<file path="config.mk">
export PLATFORM = sky130hd
export DESIGN_NAME = serial_transmitter
export DESIGN_NICKNAME = d
export VERILOG_FILES = /design/src/rtl/serial_link_pkg.sv /design/src/rtl/serial_bit_timer.sv /design/src/rtl/serial_transmitter.sv
export SDC_FILE = /design/constraint.sdc
export NUM_CORES = 1
export LEC_CHECK = 0
export ABC_AREA = 0
export BUFFER_PORTS_ARGS = -buffer_cell sky130_fd_sc_hd__buf_2
export CAP_MARGIN = 0
export CORE_MARGIN = 4
export CORE_UTILIZATION = 50
export CTS_BUF_LIST = sky130_fd_sc_hd__clkbuf_4
export CTS_CLUSTER_DIAMETER = 30
export CTS_CLUSTER_SIZE = 28
export DETAILED_ROUTE_END_ITERATION = 10
export HOLD_SLACK_MARGIN = 0.06
export PLACE_DENSITY_LB_ADDON = 0.05
export SYNTH_ARGS = -nofsm -noshare
export SYNTH_HDL_FRONTEND = slang
export SYNTH_SLANG_ARGS = --single-unit
</file>
<file path="constraint.sdc">
create_clock -name clk -period 1.8 [get_ports clk]
set_input_delay 0.18 -clock clk [delete_from_list [all_inputs] [get_ports clk]]
set_output_delay 0.18 -clock clk [all_outputs]
set_load 0.005 [all_outputs]
</file>
<file path="src/rtl/serial_link_pkg.sv">
// Shared definitions for the 7-bit single-wire serial link (transmitter and receiver sides).
package serial_link_pkg;

    localparam int DATA_BITS = 7;

    typedef enum logic [2:0] {
        IDLE   = 3'd0,
        START  = 3'd1,
        DATA   = 3'd2,
        PARITY = 3'd3,
        STOP   = 3'd4
    } tx_state_t;

    // Even parity: the data bits plus this bit XOR to zero.
    function automatic logic even_parity(input logic [DATA_BITS-1:0] d);
        return ^d;
    endfunction

endpackage

</file>
<file path="src/rtl/serial_bit_timer.sv">
// Bit-period divider: strobes bit_end in the last clock of each bit period while running.
module serial_bit_timer #(
    parameter int CLKS_PER_BIT = 1
) (
    input  logic clk,
    input  logic rstn,
    input  logic run,
    input  logic restart,
    output logic bit_end
);

    localparam int CW = (CLKS_PER_BIT > 1) ? $clog2(CLKS_PER_BIT) : 1;
    localparam logic [CW-1:0] LAST = CW'(CLKS_PER_BIT - 1);

    logic [CW-1:0] cnt_reg;

    assign bit_end = run && (cnt_reg == LAST);

    always_ff @(posedge clk or negedge rstn) begin
        if (!rstn) begin
            cnt_reg <= '0;
        end else if (restart || !run || bit_end) begin
            cnt_reg <= '0;
        end else begin
            cnt_reg <= cnt_reg + 1'b1;
        end
    end

endmodule

</file>
<file path="src/rtl/serial_transmitter.sv">
// Parallel-to-serial transmitter: start, 7 data bits MSB first, even parity, stop bits,
// with a one-word holding register so the producer can queue the next word mid-frame.
module serial_transmitter
    import serial_link_pkg::*;
#(
    parameter int CLKS_PER_BIT = 1,
    parameter int STOP_BITS    = 1
) (
    input  logic                 clk,
    input  logic                 rstn,
    input  logic                 tx_valid,
    input  logic [DATA_BITS-1:0] data_in,
    output logic                 tx_ready,
    output logic                 serial_out,
    output logic                 busy,
    output logic                 frame_done
);

    localparam int SW = (STOP_BITS > 1) ? $clog2(STOP_BITS) : 1;
    localparam logic [SW-1:0] STOP_LAST = SW'(STOP_BITS - 1);

    tx_state_t            state_reg, state_next;
    logic [DATA_BITS-1:0] shift_reg, shift_next;
    logic                 parity_reg, parity_next;
    logic [2:0]           bit_idx_reg, bit_idx_next;
    logic [SW-1:0]        stop_cnt_reg, stop_cnt_next;
    logic [DATA_BITS-1:0] hold_reg, hold_next;
    logic                 hold_full_reg, hold_full_next;
    logic                 serial_out_reg, line_next;
    logic                 accept, frame_end, load, bit_end;

    serial_bit_timer #(.CLKS_PER_BIT(CLKS_PER_BIT)) u_timer (
        .clk     (clk),
        .rstn    (rstn),
        .run     (state_reg != IDLE),
        .restart (load),
        .bit_end (bit_end)
    );

    assign accept    = tx_valid && !hold_full_reg;
    assign frame_end = (state_reg == STOP) && bit_end && (stop_cnt_reg == STOP_LAST);

    always_comb begin
        state_next     = state_reg;
        shift_next     = shift_reg;
        parity_next    = parity_reg;
        bit_idx_next   = bit_idx_reg;
        stop_cnt_next  = stop_cnt_reg;
        hold_next      = hold_reg;
        hold_full_next = hold_full_reg;
        load           = 1'b0;

        case (state_reg)
            IDLE: begin
                if (accept) begin
                    state_next  = START;
                    shift_next  = data_in;
                    parity_next = even_parity(data_in);
                    load        = 1'b1;
                end
            end
            START: begin
                if (bit_end) begin
                    state_next   = DATA;
                    bit_idx_next = 3'd6;
                end
            end
            DATA: begin
                if (bit_end) begin
                    if (bit_idx_reg == 3'd0) begin
                        state_next = PARITY;
                    end else begin
                        bit_idx_next = bit_idx_reg - 3'd1;
                        shift_next   = {shift_reg[DATA_BITS-2:0], 1'b0};
                    end
                end
            end
            PARITY: begin
                if (bit_end) begin
                    state_next    = STOP;
                    stop_cnt_next = '0;
                end
            end
            STOP: begin
                if (frame_end) begin
                    // A word arriving in the final stop cycle chains straight into the shifter.
                    if (hold_full_reg) begin
                        state_next     = START;
                        shift_next     = hold_reg;
                        parity_next    = even_parity(hold_reg);
                        hold_full_next = 1'b0;
                        load           = 1'b1;
                    end else if (accept) begin
                        state_next  = START;
                        shift_next  = data_in;
                        parity_next = even_parity(data_in);
                        load        = 1'b1;
                    end else begin
                        state_next = IDLE;
                    end
                end else if (bit_end) begin
                    stop_cnt_next = stop_cnt_reg + 1'b1;
                end
            end
            default: state_next = IDLE;
        endcase

        if (accept && (state_reg != IDLE) && !frame_end) begin
            hold_next      = data_in;
            hold_full_next = 1'b1;
        end

        case (state_next)
            START:   line_next = 1'b0;
            DATA:    line_next = shift_next[DATA_BITS-1];
            PARITY:  line_next = parity_next;
            default: line_next = 1'b1;
        endcase
    end

    always_ff @(posedge clk or negedge rstn) begin
        if (!rstn) begin
            state_reg      <= IDLE;
            shift_reg      <= '0;
            parity_reg     <= 1'b0;
            bit_idx_reg    <= '0;
            stop_cnt_reg   <= '0;
            hold_reg       <= '0;
            hold_full_reg  <= 1'b0;
            serial_out_reg <= 1'b1;
        end else begin
            state_reg      <= state_next;
            shift_reg      <= shift_next;
            parity_reg     <= parity_next;
            bit_idx_reg    <= bit_idx_next;
            stop_cnt_reg   <= stop_cnt_next;
            hold_reg       <= hold_next;
            hold_full_reg  <= hold_full_next;
            serial_out_reg <= line_next;
        end
    end

    assign tx_ready   = !hold_full_reg;
    assign serial_out = serial_out_reg;
    assign busy       = (state_reg != IDLE);
    assign frame_done = frame_end;

endmodule
</file>
==> results.py <==
metrics = {
    "outcome": {
        "run_status": "finished clean",
    },
    "place": {
        "pre_cts_ws_ns": 0.0250,
        "dp_hpwl_mm": 2.09,
        "gp_congestion": 0.778,
        "placed_area_mm2": 0.00157,
        "io_buffers": 13,
    },
    "layout": {
        "drive_gt1_share_pct": 35.3,
        "register_area_um2": 631,
        "multiInputGateArea_um2": 778,
        "finalInstanceArea_mm2": 0.00165,
        "layout.nets": 166,
        "fill_cells": 260,
        "diodes": 0,
        "areaGrowthSynthToFinish_pct": 13.5,
    },
    "logic_synthesis": {
        "yosysWarnings": 0,
        "synthSimpleGateAreaFrac_pct": 14.7,
        "syn-num-nets": 141,
        "netlist_area_mm2": 0.00146,
        "synth_cell_types": 46,
        "synthCells": 129,
        "ys_seq_area_share_pct": 43.0,
        "synth-edff-count": 0,
        "synth_top_family_by_area": "compound AO/OA/AOI/OAI gates",
        "synth_compound_area_share_pct": 21.4,
        "synth_fa_ha_area_share_pct": 1.72,
        "postSynth.asyncResetShare_pct": 100,
        "synth_area_leaders": "dfrtp_1, mux2_2, xnor2_1",
        "synth_top_cell_by_area": "dfrtp_1",
        "synth-xor-area-share_pct": 8.50,
        "synth-seq-cells": 25,
        "synth.area.mux_share_pct": 6.18,
        "synth_top_area_share_pct": 41.2,
        "syn_avg_cell_area_um2": 11.3,
        "synth_ff_type": "dfrtp_1",
    },
    "sta": {
        "hold_ws_ns": 0.136,
        "relSlewSlack_pct": 62.5,
        "period_share_pct": 95.6,
        "setup_viol": 0,
        "fmax_ghz": 0.581,
        "fin_crit_ns": 1.72,
        "layout_setup_ws_ns": 0.0787,
        "worst_slew_pin_slew_ns": 0.563,
        "clock-skew-final_ns": 0.0126,
        "final_max_slew_viol_count": 0,
        "fin_tns_setup_ns": 0,
        "finalHoldViolCount": 0,
    },
    "floorplanning": {
        "die-area_mm2": 0.00384,
        "core_area_mm2": 0.00278,
        "rows": 19,
        "num_io_pins": 14,
        "fp.dieH_um": 62.0,
        "die-width_um": 62.0,
        "start_util_pct": 52.4,
    },
    "power_and_ir_drop": {
        "fin_total_pwr_uw": 2550,
        "max-vdd-ir-drop_v": 0.00127,
        "p_leak_uw": 0.000747,
        "power.density_mw_per_mm2": 1540,
    },
    "worst_setup_path": {
        "end_kind": "flop",
        "critPathKind": "reg -> reg",
        "arrival_ns": 1.93,
        "start_kind": "flop",
        "crit_fanout": 4,
        "critPathRequiredTime_ns": 2.00,
    },
    "grt": {
        "grt_pass1_vias": 1071,
        "grt_util_all_layers_pct": 16.7,
        "grt_first_pass_wirelength_mm": 4.82,
        "grt_max_degree": 26,
        "grt_overflow_total": 0,
        "antenna_found_initial": 0,
    },
    "route": {
        "dr.pass1.iters": 4,
        "via_count": 1072,
        "drt_iter0_markers": 48,
        "drt_wl_total_mm": 2.88,
        "vias_per_cell": 5.83,
        "ant_nets": 0,
        "route.detailed.drc": 0,
        "post_drt_wl_per_cell_um": 15.6,
    },
    "job": {
        "maxCapViolations": 0,
    },
    "clock_tree": {
        "clkTransAtPathRegs_ns": 0.15,
        "root_buffer": "clkbuf_4",
        "numCtsBuffers": 3,
        "htreeDepth": 1,
        "clock_sinks": 25,
        "clkLatencyLatePin_ns": 0.32,
        "cts_tree": "yes",
        "clk_path_buf_depth": 2,
    },
    "hold_path": {
        "min_path_type": "in -> reg",
    },
}
-- layout by cell type (no fill, tap or decap), types with 3 or more instances in the layout --
cell | netlist | layout
a21oi_1 | 6 | 6
dfrtp_2 | 0 | 3
clkbuf_4 | 0 | 3
nand2_1 | 9 | 9
o21a_1 | 4 | 4
a22o_1 | 5 | 5
mux2_2 | 7 | 7
nor2_1 | 6 | 6
a221o_1 | 5 | 5
xnor2_1 | 6 | 6
dfrtp_1 | 24 | 21
xor2_1 | 3 | 3
buf_2 | 2 | 13
inv_1 | 5 | 5
buf_4 | 0 | 11
-- critical path: stages, from the launching register on --
cell and delay (ns):
dfrtp_1 0.42, inv_1 0.09, ha_1 0.19, nor2b_4 0.19
nor4_4 0.06, buf_4 0.17, a22o_1 0.23, a221o_1 0.27
-- kinds of logic (layout without fill, tap and decap cells) --
logic type / count (synthesis) / after routing
other: 1 / 1
flip-flops: 25 / 25
AND/OR/NAND/NOR: 35 / 35
multiplexers: 8 / 8
buffers and inverters: 10 / 34
XOR/XNOR: 11 / 11
AO/OA/AOI/OAI: 37 / 37
adder cells (fa/ha/maj): 2 / 2
-- per-stage QoR --
step	util (%)	std cells
after detailed placement	56.5	175
after CTS	57.9	180
after floorplan	-	129
final	59.5	184
after global routing	59.5	184
after global placement	56.5	175
-- power by group --
group / total, uW / internal (uW) / switching [uW]
Clock: 254 / 84.6 / 169
Combinational: 1320 / 707 / 615
Sequential: 972 / 773 / 199
Total: 2550 / 1560 / 984
-- layer usage --
layer	GRT usage [%]	share of wire (%)	vias up
met5	0	0	-
met3	2.27	2.1	2
li1	-	-	521
met4	4.85	0.49	0
met2	28.6	50	7
met1	22.1	47	542
-- path summary, 6_finish.rpt --
check | from | end | slack [ns] | depth (start not counted)
worst max-delay path | bit_idx_reg[0]$_DFFE_PN0P_ | shift_reg[3]$_DFFE_PN0P_ | 0.08 | 7
worst min-delay path | data_in[6] | hold_reg[6]$_DFFE_PN0P_ | 0.14 | 2
worst max register to register | bit_idx_reg[0]$_DFFE_PN0P_ | shift_reg[3]$_DFFE_PN0P_ | 0.08 | 7
worst min register to register | bit_idx_reg[1]$_DFFE_PN0P_ | bit_idx_reg[1]$_DFFE_PN0P_ | 0.51 | 1
max in group asynchronous | rstn | state_reg[1]$_DFF_PN0_ | 1.01 | 2
min in group asynchronous | rstn | stop_cnt_reg$_DFFE_PN0P_ | 0.37 | 2
-- what timing repair did --
item / CTS / global route
hold buffers: 1 / 0
endpoints found under the setup margin: 0 / 9
buffers inserted: 0 / 4
resized for setup: 0 / 6
endpoints found under the hold margin: 24 / 0
-- synth_stat cells, types with 2 or more instances --
library cell  number
nand3_1            2
xnor3_1            2
a211o_1            2
a221o_1            5
a22oi_1            2
buf_6              3
nand2_1            9
ha_1               2
nor2_2             2
nor3_1             2
a21oi_2            2
nand2b_1           2
mux2_2             7
dfrtp_1           24
a21oi_1            6
o21a_1             4
buf_2              2
o21ai_1            2
xor2_1             3
xnor2_1            6
nor2b_1            2
a22o_1             5
nor2_1             6
inv_1              5
-- area by class of cell --
class | count | area share, %
Multi-Input combinational cell | 94 | 47.0
Sequential cell | 25 | 38.1
Timing Repair Buffer | 25 | 9.53
Tap cell | 31 | 2.34
Clock buffer | 3 | 1.36
Inverter | 5 | 1.13
Clock inverter | 1 | 0.454
(Power assumes the default switching activity.)
